## src/rtl/mips_cache_mem_arbiter_if.sv

```systemverilog
// ---------------------------------------------------------------------------
// mips_cache_mem_arbiter_if
//
// Bundles every non-clock signal of the cache/memory arbiter:
//   - instruction-cache fill port   (i_req, i_addr -> i_data, i_valid)
//   - data-cache fill/write port    (d_rd_req, d_wr_req, d_addr, d_writedata,
//                                    d_byteenable -> d_data, d_valid, d_wr_done)
//   - Avalon-MM memory master port  (avm_* signals)
//   - status                        (busy, dbg_state)
//
// Modports:
//   master : the arbiter itself (drives fill results and the avm_* strobes)
//   slave  : the surroundings (caches + memory), i.e. what a testbench drives
//
// Handshake semantics (one place, applies to the whole bundle):
//   - Cache requests (i_req, d_rd_req, d_wr_req) are levels. A cache holds its
//     request until the matching one-cycle pulse (i_valid, d_valid,
//     d_wr_done) is seen, then drops it in that same cycle.
//   - Avalon-MM: a read/write is accepted on the first clock edge where the
//     strobe is high and avm_waitrequest is low. Address, data and byte
//     enables are held stable while avm_waitrequest is high.
//   - dbg_state mirrors the arbiter FSM state for checkers:
//     0 IDLE, 1 I_RD, 2 D_RD, 3 D_WR, 4 RESP.
// ---------------------------------------------------------------------------
interface mips_cache_mem_arbiter_if;
    // Instruction-cache side
    logic        i_req;
    logic [31:0] i_addr;
    logic [31:0] i_data;
    logic        i_valid;

    // Data-cache side
    logic        d_rd_req;
    logic        d_wr_req;
    logic [31:0] d_addr;
    logic [31:0] d_writedata;
    logic [3:0]  d_byteenable;
    logic [31:0] d_data;
    logic        d_valid;
    logic        d_wr_done;

    // Avalon-MM master
    logic [31:0] avm_address;
    logic        avm_read;
    logic        avm_write;
    logic [31:0] avm_writedata;
    logic [3:0]  avm_byteenable;
    logic        avm_waitrequest;
    logic [31:0] avm_readdata;

    // Status
    logic        busy;
    logic [2:0]  dbg_state;

    modport master (
        input  i_req, i_addr,
        output i_data, i_valid,
        input  d_rd_req, d_wr_req, d_addr, d_writedata, d_byteenable,
        output d_data, d_valid, d_wr_done,
        output avm_address, avm_read, avm_write, avm_writedata, avm_byteenable,
        input  avm_waitrequest, avm_readdata,
        output busy, dbg_state
    );

    modport slave (
        output i_req, i_addr,
        input  i_data, i_valid,
        output d_rd_req, d_wr_req, d_addr, d_writedata, d_byteenable,
        input  d_data, d_valid, d_wr_done,
        input  avm_address, avm_read, avm_write, avm_writedata, avm_byteenable,
        output avm_waitrequest, avm_readdata,
        input  busy, dbg_state
    );
endinterface

```

## src/rtl/mips_cache_mem_arbiter.sv

```systemverilog
// ---------------------------------------------------------------------------
// mips_cache_mem_arbiter
//
// Miss/fill sequencer sitting between the instruction cache, the data cache
// and the CPU's single Avalon-MM memory master. Requests from both caches are
// arbitrated round-robin; exactly one memory transaction runs at a time.
// Fill data returns to the requesting cache together with a one-cycle valid
// pulse; data-cache write-throughs complete with a one-cycle done pulse.
//
// Parameters:
//   RESET_LAST_D : last-grant value after reset (1 = data side was last
//                  served, so the instruction side wins the first tie)
//
// Ports:
//   clk : clock
//   rst : synchronous, active-high reset
//   bus : mips_cache_mem_arbiter_if.master (cache ports, avm port, busy,
//         dbg_state)
//
// Timing (zero-wait memory): request seen in cycle N -> avm strobe in N+1 ->
// valid/done pulse in N+2 (RESP) -> back in IDLE at N+3. Every waitrequest
// cycle stretches the strobe phase by one cycle.
// ---------------------------------------------------------------------------
module mips_cache_mem_arbiter #(
    parameter bit RESET_LAST_D = 1'b1
) (
    input  logic                     clk,
    input  logic                     rst,
    mips_cache_mem_arbiter_if.master bus
);

    typedef enum logic [2:0] {
        IDLE = 3'd0,
        I_RD = 3'd1,
        D_RD = 3'd2,
        D_WR = 3'd3,
        RESP = 3'd4
    } state_t;

    state_t      state;
    state_t      state_n;

    // last_d = 1 means the data side received the most recent grant
    logic        last_d;
    logic        last_d_n;

    // Transaction registers latched at grant; requester inputs are ignored
    // from then on so the bus stays stable while waitrequest is high.
    logic [31:0] addr_q;
    logic [31:0] addr_n;
    logic [31:0] wdata_q;
    logic [31:0] wdata_n;
    logic [3:0]  be_q;
    logic [3:0]  be_n;

    // Registered strobes and result outputs
    logic        read_q;
    logic        read_n;
    logic        write_q;
    logic        write_n;
    logic [31:0] i_data_q;
    logic [31:0] i_data_n;
    logic [31:0] d_data_q;
    logic [31:0] d_data_n;
    logic        i_valid_q;
    logic        i_valid_n;
    logic        d_valid_q;
    logic        d_valid_n;
    logic        wr_done_q;
    logic        wr_done_n;

    // Arbitration terms
    logic        i_pend;
    logic        d_pend;
    logic        grant_i;
    logic        grant_d;

    // ------------------------------------------------------------------
    // Next-state / next-output logic
    // ------------------------------------------------------------------
    always_comb begin
        // Defaults: hold everything, no pulses
        state_n   = state;
        last_d_n  = last_d;
        addr_n    = addr_q;
        wdata_n   = wdata_q;
        be_n      = be_q;
        i_data_n  = i_data_q;
        d_data_n  = d_data_q;
        i_valid_n = 1'b0;
        d_valid_n = 1'b0;
        wr_done_n = 1'b0;

        i_pend = bus.i_req;
        d_pend = bus.d_rd_req | bus.d_wr_req;

        // Round-robin: on a tie the side that was not served last wins
        grant_i = i_pend & (~d_pend | last_d);
        grant_d = d_pend & (~i_pend | ~last_d);

        case (state)
            IDLE: begin
                if (grant_i) begin
                    addr_n   = bus.i_addr & 32'hFFFF_FFFC;
                    be_n     = 4'b1111;
                    last_d_n = 1'b0;
                    state_n  = I_RD;
                end else if (grant_d) begin
                    addr_n   = bus.d_addr & 32'hFFFF_FFFC;
                    last_d_n = 1'b1;
                    // A pending write-through goes out before a fill so the
                    // fill observes the freshly written word.
                    if (bus.d_wr_req) begin
                        wdata_n = bus.d_writedata;
                        be_n    = bus.d_byteenable;
                        state_n = D_WR;
                    end else begin
                        be_n    = 4'b1111;
                        state_n = D_RD;
                    end
                end
            end

            I_RD: begin
                if (!bus.avm_waitrequest) begin
                    i_data_n  = bus.avm_readdata;
                    i_valid_n = 1'b1;
                    state_n   = RESP;
                end
            end

            D_RD: begin
                if (!bus.avm_waitrequest) begin
                    d_data_n  = bus.avm_readdata;
                    d_valid_n = 1'b1;
                    state_n   = RESP;
                end
            end

            D_WR: begin
                if (!bus.avm_waitrequest) begin
                    wr_done_n = 1'b1;
                    state_n   = RESP;
                end
            end

            // RESP holds for a full cycle so the served cache has dropped
            // its level request before IDLE samples requests again.
            RESP: begin
                state_n = IDLE;
            end

            default: begin
                state_n = IDLE;
            end
        endcase

        // Strobes are registered copies of "next state is a bus state",
        // which makes them rise the cycle after the grant and fall on the
        // edge that accepts the transfer.
        read_n  = (state_n == I_RD) || (state_n == D_RD);
        write_n = (state_n == D_WR);
    end

    // ------------------------------------------------------------------
    // State and output registers
    // ------------------------------------------------------------------
    always_ff @(posedge clk) begin
        if (rst) begin
            state     <= IDLE;
            last_d    <= RESET_LAST_D;
            addr_q    <= 32'd0;
            wdata_q   <= 32'd0;
            be_q      <= 4'd0;
            read_q    <= 1'b0;
            write_q   <= 1'b0;
            i_data_q  <= 32'd0;
            d_data_q  <= 32'd0;
            i_valid_q <= 1'b0;
            d_valid_q <= 1'b0;
            wr_done_q <= 1'b0;
        end else begin
            state     <= state_n;
            last_d    <= last_d_n;
            addr_q    <= addr_n;
            wdata_q   <= wdata_n;
            be_q      <= be_n;
            read_q    <= read_n;
            write_q   <= write_n;
            i_data_q  <= i_data_n;
            d_data_q  <= d_data_n;
            i_valid_q <= i_valid_n;
            d_valid_q <= d_valid_n;
            wr_done_q <= wr_done_n;
        end
    end

    // ------------------------------------------------------------------
    // Output mapping
    // ------------------------------------------------------------------
    assign bus.i_data         = i_data_q;
    assign bus.i_valid        = i_valid_q;
    assign bus.d_data         = d_data_q;
    assign bus.d_valid        = d_valid_q;
    assign bus.d_wr_done      = wr_done_q;
    assign bus.avm_address    = addr_q;
    assign bus.avm_read       = read_q;
    assign bus.avm_write      = write_q;
    assign bus.avm_writedata  = wdata_q;
    assign bus.avm_byteenable = be_q;
    assign bus.busy           = (state != IDLE);
    assign bus.dbg_state      = state;

endmodule

```

## src/flat_wrapper.sv

```systemverilog
// flat-port wrapper written by rule: the top's interface ports become plain ports
module mips_cache_mem_arbiter_flat 
#(
    parameter bit RESET_LAST_D = 1'b1
)
  (clk, rst, bus_i_req, bus_i_addr, bus_i_data, bus_i_valid, bus_d_rd_req, bus_d_wr_req, bus_d_addr, bus_d_writedata, bus_d_byteenable, bus_d_data, bus_d_valid, bus_d_wr_done, bus_avm_address, bus_avm_read, bus_avm_write, bus_avm_writedata, bus_avm_byteenable, bus_avm_waitrequest, bus_avm_readdata, bus_busy, bus_dbg_state);
  mips_cache_mem_arbiter_if bus_i ();
  input  logic clk;
  input  logic rst;
  input wire logic [$bits(bus_i.i_req)-1:0] bus_i_req;
  input wire logic [$bits(bus_i.i_addr)-1:0] bus_i_addr;
  output wire logic [$bits(bus_i.i_data)-1:0] bus_i_data;
  output wire logic [$bits(bus_i.i_valid)-1:0] bus_i_valid;
  input wire logic [$bits(bus_i.d_rd_req)-1:0] bus_d_rd_req;
  input wire logic [$bits(bus_i.d_wr_req)-1:0] bus_d_wr_req;
  input wire logic [$bits(bus_i.d_addr)-1:0] bus_d_addr;
  input wire logic [$bits(bus_i.d_writedata)-1:0] bus_d_writedata;
  input wire logic [$bits(bus_i.d_byteenable)-1:0] bus_d_byteenable;
  output wire logic [$bits(bus_i.d_data)-1:0] bus_d_data;
  output wire logic [$bits(bus_i.d_valid)-1:0] bus_d_valid;
  output wire logic [$bits(bus_i.d_wr_done)-1:0] bus_d_wr_done;
  output wire logic [$bits(bus_i.avm_address)-1:0] bus_avm_address;
  output wire logic [$bits(bus_i.avm_read)-1:0] bus_avm_read;
  output wire logic [$bits(bus_i.avm_write)-1:0] bus_avm_write;
  output wire logic [$bits(bus_i.avm_writedata)-1:0] bus_avm_writedata;
  output wire logic [$bits(bus_i.avm_byteenable)-1:0] bus_avm_byteenable;
  input wire logic [$bits(bus_i.avm_waitrequest)-1:0] bus_avm_waitrequest;
  input wire logic [$bits(bus_i.avm_readdata)-1:0] bus_avm_readdata;
  output wire logic [$bits(bus_i.busy)-1:0] bus_busy;
  output wire logic [$bits(bus_i.dbg_state)-1:0] bus_dbg_state;
  assign bus_i.i_req = bus_i_req;
  assign bus_i.i_addr = bus_i_addr;
  assign bus_i_data = bus_i.i_data;
  assign bus_i_valid = bus_i.i_valid;
  assign bus_i.d_rd_req = bus_d_rd_req;
  assign bus_i.d_wr_req = bus_d_wr_req;
  assign bus_i.d_addr = bus_d_addr;
  assign bus_i.d_writedata = bus_d_writedata;
  assign bus_i.d_byteenable = bus_d_byteenable;
  assign bus_d_data = bus_i.d_data;
  assign bus_d_valid = bus_i.d_valid;
  assign bus_d_wr_done = bus_i.d_wr_done;
  assign bus_avm_address = bus_i.avm_address;
  assign bus_avm_read = bus_i.avm_read;
  assign bus_avm_write = bus_i.avm_write;
  assign bus_avm_writedata = bus_i.avm_writedata;
  assign bus_avm_byteenable = bus_i.avm_byteenable;
  assign bus_i.avm_waitrequest = bus_avm_waitrequest;
  assign bus_i.avm_readdata = bus_avm_readdata;
  assign bus_busy = bus_i.busy;
  assign bus_dbg_state = bus_i.dbg_state;
  mips_cache_mem_arbiter #(.RESET_LAST_D(RESET_LAST_D)) u_core (.clk(clk), .rst(rst), .bus(bus_i));
endmodule
```

## config.mk

```make
export PLATFORM = sky130hd
export DESIGN_NAME = mips_cache_mem_arbiter_flat
export DESIGN_NICKNAME = d
export VERILOG_FILES = /design/src/rtl/mips_cache_mem_arbiter_if.sv /design/src/rtl/mips_cache_mem_arbiter.sv /design/src/flat_wrapper.sv
export SDC_FILE = /design/constraint.sdc
export NUM_CORES = 1
export LEC_CHECK = 0
export BUFFER_PORTS_ARGS = -buffer_cell sky130_fd_sc_hd__buf_2
export CAP_MARGIN = 40
export CORE_ASPECT_RATIO = 0.9
export CORE_MARGIN = 3
export CORE_UTILIZATION = 34
export CTS_CLUSTER_SIZE = 25
export DETAILED_ROUTE_END_ITERATION = 16
export GPL_TIMING_DRIVEN = 1
export RECOVER_POWER = 100
export SLEW_MARGIN = 20
export SYNTH_ARGS = -nofsm -noshare
export SYNTH_HDL_FRONTEND = slang
export SYNTH_SLANG_ARGS = --single-unit
```

## constraint.sdc

```tcl
create_clock -name clk -period 1.9 [get_ports clk]
set_input_delay 0.095 -clock clk [delete_from_list [all_inputs] [get_ports clk]]
set_output_delay 0.095 -clock clk [all_outputs]
set_load 0.01 [all_outputs]
```

==> flow_summary.yaml, run 1 <==
critical_path:
  crit_path_end_kind: "flop"
  worstPathMaxFanout: 32
  arrival_ps: 2010
  critical_path.endpoint: "u_core.bus.i_data[25]"
  critPathBufInv: 2
  r2r_end: "u_core.bus.i_data[25]"
  worstPathCellList: "clkbuf_1, and3_1, clkbuf_4, nand2_1, a21oi_1"
  critical-path-top-delay-family: "buffers and inverters"
  path_class: "reg -> reg"
  reg2reg_from: "u_core.bus.dbg_state[0]"
  slowest_delay_ps: 400
  ff2ff_path_depth: 5
  rrSetupSlack_ps: 230
  cp.depth: 5
  slowest_stage: "dfxtp_1"
  worstPathRequired_ps: 2240
  start_kind: "flop"
  setup.worst_path.start: "u_core.bus.dbg_state[0]"
placement:
  dp_hpwl_um: 11300
  gp_congestion: 0.741
  io_buffers: 272
  dpl_cell_area_um2: 6860
synthesis:
  ys_types: 31
  synthAdderAreaFrac: 0
  synth_xor_area_frac: 0
  synthSimpleGateAreaFrac: 0.232
  syn_area_um2: 5290
  synthMuxAreaShare: 0
  ys_seq_area_frac: 0.527
  synth_compound_area_frac: 0.191
  ys_ff_latch: 139
  syn_inst: 647
  synth_top_family_by_area: "simple AND/OR/NAND/NOR gates"
  ys_warn_count: 0
  synth_area_per_cell_um2: 8.17
final_layout:
  drive_gt1_frac: 0.197
  fillers: 1429
  final_nets: 1171
  final_cell_mix: "255 x nand2_1, 140 x clkbuf_1, 139 x dfxtp_1"
  final_cell_area_um2: 8470
  final_common_cell: "nand2_1"
  multi_input_area_um2: 2220
  finish.utilization: 0.565
  antenna_cells: 0
  syn_to_final_growth_pct: 60.2
  ff_latch_area_um2: 2780
sta:
  rsz0062_at_grt: "false"
  tns_ps: 0
  hold_viol: 0
  tightest_slew_ps: 507
  drv_slew: 0
  finalCritPeriodShare: 0.879
  fin_skew_ps: 6.39
  setup_viol: 0
  max_slew_margin: 0.662
  fmax_mhz: 599
  period_minus_slack_ps: 1670
cts:
  clk_path_buf_depth: 2
  clkTransAtPathRegs_ps: 60
  cts.htree.levels: 4
  cts_resized: 0
  ctsHoldBuffers: 129
  cts_tree: "yes"
  cts_setup_buffers: 0
  clkSinkCount: 139
  cts_root_buf: "clkbuf_16"
  numCtsBuffers: 17
  insertion_delay_ps: 410
drt:
  post_drt_via_cell_ratio: 4.74
  final_antenna_net_count: 0
  drt-initial-drc-count: 225
  dr.pass1.iters: 4
  wirelength_um: 18400
  vias: 5883
  wire_per_inst_um: 14.8
  route.detailed.drc: 0
die:
  die_w_um: 137
  rows: 42
  dieArea_um2: 17100
  core-area_um2: 15000
  pin_count: 279
  initial_utilization: 0.353
  die_y_um: 124
global_routing:
  grt_max_degree: 65
  antenna_found_initial: 1
  grt_pass1_vias: 5791
  grt_overflow_total: 0
  grt_pass1_wl_um: 29200
  grt_use_total: 0.213
pwr:
  ir_drop_mv: 0.581
  p_leak_uw: 0.00334
  power_density_nw_per_um2: 955
hold_path:
  hold_class: "in -> reg"
run:
  maxCapViolations: 0
run_status:
  status: "finished, final reports clean"
[sequential cells by signal, summed over array words and instances, names as in the netlist]
name,count
u_core.bus.d_data,32
u_core.bus.avm_writedata,32
u_core.bus.d_wr_done,1
u_core.bus.avm_read,1
u_core.bus.avm_address,30
u_core.bus.dbg_state,3
u_core.bus.avm_byteenable,4
u_core.last_d,1
u_core.bus.i_data,32
u_core.bus.avm_write,1
u_core.bus.d_valid,1
u_core.bus.i_valid,1
[cell type report]
class,instances,area share
Clock buffer,19,0.0535
Inverter,2,0.000887
Sequential cell,139,0.329
Tap cell,198,0.0293
Multi-Input combinational cell,455,0.263
Timing Repair Buffer,418,0.314
Clock inverter,11,0.0114
[worst min-delay path by stage]
stage	startpoint	endpoint	slack (ps)	depth (start not counted)
3_3_place_gp	bus_d_writedata[12]	u_core.bus.avm_writedata[12]	340	3
5_1_grt	bus_i_req	u_core.last_d	40	3
4_1_cts	bus_i_req	u_core.last_d	20	3
3_5_place_dp	bus_d_writedata[8]	u_core.bus.avm_writedata[8]	340	3
2_1_floorplan	bus_avm_waitrequest	u_core.bus.d_wr_done	170	1
6_report	bus_i_req	u_core.last_d	40	3
[routing by layer]
layer	wire length [µm]	global-route usage	up-vias
met2	8890	0.369	247
met4	289	0.0634	2
met3	1700	0.0784	28
met1	7530	0.243	2697
li1	-	-	2909
met5	13	0	-
[cells by family (layout without fill, tap and decap cells)]
logic type,after synthesis,after routing
and+or+nand+nor,313,313
AOI/OAI and AO/OA,140,140
DFF,139,139
buffers and inverters,54,450
other,1,2
[metrics by stage]
step	total power, µW	instances	hold slack (ps)	setup slack, ps
after floorplan	4320	648	172	420
after global placement	4920	1083	338	355
after detailed placement	4930	1083	341	348
after CTS	8240	1242	21.7	311
after global routing	8500	1242	38.5	88.1
final	8080	1242	42.0	230
[cell usage after synthesis]
cell / number / area [µm²]
or3_1: 2 / 12.5
o21bai_1: 1 / 7.51
buf_1: 2 / 7.51
o21ai_0: 1 / 5.00
o21a_1: 1 / 7.51
o22ai_1: 4 / 25.0
a311oi_2: 26 / 390
nor3_1: 2 / 10.0
conb_1: 1 / 3.75
a211oi_2: 1 / 12.5
nor3_4: 1 / 16.3
dfxtp_1: 139 / 2780
clkbuf_1: 31 / 116
nor3_2: 1 / 10.0
buf_6: 3 / 33.8
a311oi_1: 4 / 35.0
nand3_1: 2 / 10.0
buf_4: 7 / 52.6
nand2_1: 255 / 957
nor2_1: 43 / 161
and3_1: 3 / 18.8
o31a_1: 1 / 8.76
inv_1: 2 / 7.51
or3b_2: 1 / 8.76
a221o_1: 1 / 10.0
nor4b_1: 1 / 8.76
buf_2: 9 / 45.0
a21oi_1: 97 / 485
nand2b_1: 2 / 12.5
o21ai_1: 1 / 5.00
a2bb2oi_1: 2 / 17.5
[tightest hold or removal path, stage by stage]
cell	delay, ps
buf_2	140
nand2_1	60
a221o_1	120
[power by group]
| part | leakage, µW | switching, µW | internal [µW] |
|---|---|---|---|
| Clock | 0.000271 | 1230 | 1850 |
| Combinational | 0.00194 | 962 | 713 |
| Sequential | 0.00114 | 148 | 3180 |
| Total | 0.00334 | 2340 | 5740 |
Power figures use the tool's default switching activity.
==> run 2: changes to the inputs <==
--- a/config.mk
+++ b/config.mk
@@ -13,6 +13,7 @@
 export CTS_CLUSTER_SIZE = 25
 export DETAILED_ROUTE_END_ITERATION = 16
 export GPL_TIMING_DRIVEN = 1
+export PLACE_DENSITY = 0.66
 export RECOVER_POWER = 100
 export SLEW_MARGIN = 20
 export SYNTH_ARGS = -nofsm -noshare
==> flow_summary.yaml, run 2 (synthesis gave the netlist of run 1 again) <==
final_layout:
  final_common_cell: "nand2_1"
  drive_gt1_frac: 0.203
  syn_to_final_growth_pct: 61.7
  final_cell_mix: "255 x nand2_1, 141 x clkbuf_1, 139 x dfxtp_1"
  antenna_cells: 0
  final_nets: 1169
  fin_cells: 1241
cts:
  clkTransAtPathRegs_ps: 60
  cts_tree: "yes"
  insertion_delay_ps: 410
  clk_path_buf_depth: 2
  cts.htree.levels: 4
  clkSinkCount: 139
  cts_root_buf: "clkbuf_16"
  cts_setup_buffers: 0
  numCtsBuffers: 17
sta:
  rsz0062_at_grt: "false"
  period_minus_slack_ps: 1750
  max_slew_margin: 0.652
  setup_viol: 0
  finalCritPeriodShare: 0.919
  drv_slew: 0
  hold_viol: 0
  fin_skew_ps: 6.64
  fmax_mhz: 573
  tightest_slew_ps: 522
  tns_ps: 0
  setup_slack_ps: 155
placement:
  dp_hpwl_um: 11200
  placed_cells: 1084
  io_buffers: 272
  gp_congestion: 0.770
  dp_slack_ps: 221
die:
  dieArea_um2: 17100
  core-area_um2: 15000
  rows: 42
  initial_utilization: 0.353
  die_y_um: 124
  pin_count: 279
  die_w_um: 137
pwr:
  power_density_nw_per_um2: 990
  p_leak_uw: 0.00337
  ir_drop_mv: 0.673
  power_uw: 8460
drt:
  wirelength_um: 18600
  route.detailed.drc: 0
  wire_per_inst_um: 15.0
  drt-initial-drc-count: 169
  final_antenna_net_count: 0
  post_drt_via_cell_ratio: 4.75
  vias: 5893
  dr.pass1.iters: 4
hold_path:
  hold_class: "in -> reg"
run_status:
  status: "finished, final reports clean"
critical_path:
  arrival_ps: 2060
  crit_path_end_kind: "flop"
  start_kind: "flop"
  worstPathRequired_ps: 2210
  path_class: "reg -> reg"
  worstPathMaxFanout: 26
global_routing:
  grt_use_total: 0.213
  grt_pass1_vias: 5880
  grt_overflow_total: 0
  grt_max_degree: 56
  grt_pass1_wl_um: 29400
  antenna_found_initial: 0
run:
  maxCapViolations: 0
==> run 2: cell count changes in the layout (fill, tap and decap cells not counted), moves of 2 or more <==
cell,delta
a311oi_1,-4
a311oi_2,+4
bufinv_16,+2
clkbuf_4,-2
clkinv_2,-3
dlygate4sd3_1,-3
==> run 2: worst paths after layout <==
check | start | endpoint | slack [ps] | cells after the start
min | bus_i_addr[24] | u_core.bus.avm_address[24] | 20 | 3
min reg2reg | u_core.bus.i_data[30] | u_core.bus.i_data[30] | 450 | 2
max reg2reg | u_core.bus.dbg_state[2] | u_core.bus.avm_address[18] | 150 | 5
max | u_core.bus.dbg_state[2] | u_core.bus.avm_address[18] | 150 | 5
==> run 2: layout make-up <==
type | instances | area (µm²)
Clock inverter | 10 | 140
Timing Repair Buffer | 416 | 2640
Clock buffer | 21 | 470
Multi-Input combinational cell | 455 | 2250
Fill cell | 1365 | 6430
Inverter | 2 | 7.51
Tap cell | 198 | 248
Sequential cell | 139 | 2780
==> run 2: what timing repair did <==
| item | CTS | global route |
|---|---|---|
| gates resized for setup | 0 | 0 |
| endpoints found under the hold margin | 131 | 0 |
| hold buffers | 126 | 0 |
==> run 2: per-stage QoR <==
stage	util	hold slack (ps)	cell area, µm²
final	0.571	17.1	8550
after global routing	0.571	10.1	8550
after CTS	0.583	0.480	8740
after detailed placement	0.458	340	6870
after global placement	0.458	336	6870
after floorplan	-	172	5290
==> run 2: report_power, final <==
| part | total [µW] | switching [µW] | leakage (µW) | internal, µW |
|---|---|---|---|---|
| Combinational | 1720 | 983 | 0.00194 | 736 |
| Sequential | 3330 | 149 | 0.00114 | 3180 |
| Clock | 3410 | 1250 | 0.000292 | 2160 |
==> run 2: critical path: stages, from the launching register on <==
cell	delay, ps
dfxtp_1	370
nor3_4	340
o31a_2	360
buf_12	220
nor2_1	90
a311oi_2	270
==> run 2: layer usage <==
layer | vias up | share of wire | global-route usage
li1 | 2904 | - | -
met1 | 2690 | 0.40 | 0.240
met2 | 270 | 0.49 | 0.370
met3 | 29 | 0.091 | 0.0691
met4 | 0 | 0.023 | 0.0786
met5 | - | 0 | 0
==> run 3: changes to the inputs <==
--- a/config.mk
+++ b/config.mk
@@ -8,13 +8,12 @@
 export BUFFER_PORTS_ARGS = -buffer_cell sky130_fd_sc_hd__buf_2
 export CAP_MARGIN = 40
 export CORE_ASPECT_RATIO = 0.9
-export CORE_MARGIN = 3
+export CORE_MARGIN = 4
 export CORE_UTILIZATION = 34
 export CTS_CLUSTER_SIZE = 25
 export DETAILED_ROUTE_END_ITERATION = 16
 export GPL_TIMING_DRIVEN = 1
 export PLACE_DENSITY = 0.66
-export RECOVER_POWER = 100
 export SLEW_MARGIN = 20
 export SYNTH_ARGS = -nofsm -noshare
 export SYNTH_HDL_FRONTEND = slang
==> constraint.sdc (replaced) <==
create_clock -name clk -period 2.02 [get_ports clk]
set_input_delay 0.101 -clock clk [delete_from_list [all_inputs] [get_ports clk]]
set_output_delay 0.101 -clock clk [all_outputs]
set_load 0.01 [all_outputs]
==> flow_summary.yaml, run 3 (synthesis gave the netlist of run 1 again) <==
final_layout:
  final_cell_mix: "271 x buf_2, 255 x nand2_1, 139 x dfxtp_1"
  final_common_cell: "buf_2"
  antenna_cells: 0
  syn_to_final_growth_pct: 65.8
  final_nets: 1173
  drive_gt1_frac: 0.337
  fillers: 1268
  final_cell_area_um2: 8760
placement:
  gp_congestion: 0.817
  io_buffers: 272
  dp_hpwl_um: 11300
  dp_slack_ps: 384
  dpl_cell_area_um2: 6870
drt:
  wirelength_um: 18600
  dr.pass1.iters: 4
  vias: 5904
  wire_per_inst_um: 14.9
  drt-initial-drc-count: 196
  final_antenna_net_count: 0
  post_drt_via_cell_ratio: 4.74
  route.detailed.drc: 0
critical_path:
  worstPathMaxFanout: 8
  path_class: "reg -> reg"
  critical-path-top-delay-family: "compound AO/OA/AOI/OAI gates"
  arrival_ps: 2250
  worstPathCellList: "nor3_4, o31a_2, nor2_1, a311oi_2, dlygate4sd3_1"
  slowest_stage: "dlygate4sd3_1"
  worstPathRequired_ps: 2380
  critPathBufInv: 1
  start_kind: "flop"
  crit_path_end_kind: "flop"
  slowest_delay_ps: 570
sta:
  drv_slew: 0
  finalCritPeriodShare: 0.937
  tns_ps: 0
  setup_viol: 0
  fin_skew_ps: 7.66
  setup_slack_ps: 127
  max_slew_margin: 0.637
  hold_viol: 0
  fmax_mhz: 528
  tightest_slew_ps: 545
  whs_ps: 50.9
  rsz0062_at_grt: "false"
  period_minus_slack_ps: 1890
global_routing:
  grt_overflow_total: 0
  grt_max_degree: 45
  grt_pass1_wl_um: 29500
  antenna_found_initial: 0
  grt_pass1_vias: 5944
  grt_use_total: 0.205
run:
  maxCapViolations: 0
cts:
  cts_root_buf: "clkbuf_16"
  cts_resized: 0
  numCtsBuffers: 17
  insertion_delay_ps: 410
  cts_tree: "yes"
  clkSinkCount: 139
  clk_path_buf_depth: 2
  cts.htree.levels: 4
  clkTransAtPathRegs_ps: 60
die:
  initial_utilization: 0.353
  die_y_um: 126
  rows: 42
  die_w_um: 139
  pin_count: 279
  dieArea_um2: 17600
  core-area_um2: 15000
run_status:
  status: "finished, final reports clean"
pwr:
  p_leak_uw: 0.00396
  power_density_nw_per_um2: 909
  ir_drop_mv: 0.589
hold_path:
  hold_class: "in -> reg"
run 3: stage by stage:
step,total power [µW],instances,util
final,7970,1246,0.585
after global placement,4640,1085,0.459
after floorplan,4060,648,-
after global routing,8370,1246,0.585
after detailed placement,4650,1085,0.459
after CTS,8030,1246,0.585
run 3: tightest hold or removal path, stage by stage:
cell     delay, ps
buf_2          140
nand2_1         60
a221o_1        120
run 3: metal layers:
metal,vias up,share of wire,GRT usage
met5,-,0,0
met4,0,0.027,0.0754
met3,37,0.094,0.0834
met2,268,0.48,0.347
met1,2685,0.40,0.235
li1,2914,-,-
run 3: report_power, final:
group / switching (µW) / internal (µW) / total [µW]
clock network: 1190 / 1950 / 3150
registers: 135 / 2990 / 3130
logic: 924 / 775 / 1700
total: 2250 / 5720 / 7970
run 3: repair_timing:
item,4_1_cts,5_1_grt
buffers inserted,0,0
hold buffers,129,0
endpoints found under the hold margin,132,0
run 3: final timing paths:
path / cells after the start / endpoint / startpoint / slack (ps)
hold reg to reg: 2 / u_core.bus.avm_writedata[22] / u_core.bus.avm_writedata[22] / 450
hold / removal: 3 / u_core.last_d / bus_i_req / 50
setup reg to reg: 5 / u_core.bus.avm_address[30] / u_core.bus.dbg_state[2] / 130
setup / recovery: 5 / u_core.bus.avm_address[30] / u_core.bus.dbg_state[2] / 130
run 3: layout make-up:
class / count / area [µm²] / area share
clock inverter: 13 / 166 / 0.0190
inverter: 2 / 7.51 / 0.000857
sequential: 139 / 2780 / 0.317
multi-input combinational: 455 / 2250 / 0.257
tap: 198 / 248 / 0.0283
timing repair buffer: 420 / 2870 / 0.328
clock buffer: 19 / 433 / 0.0494
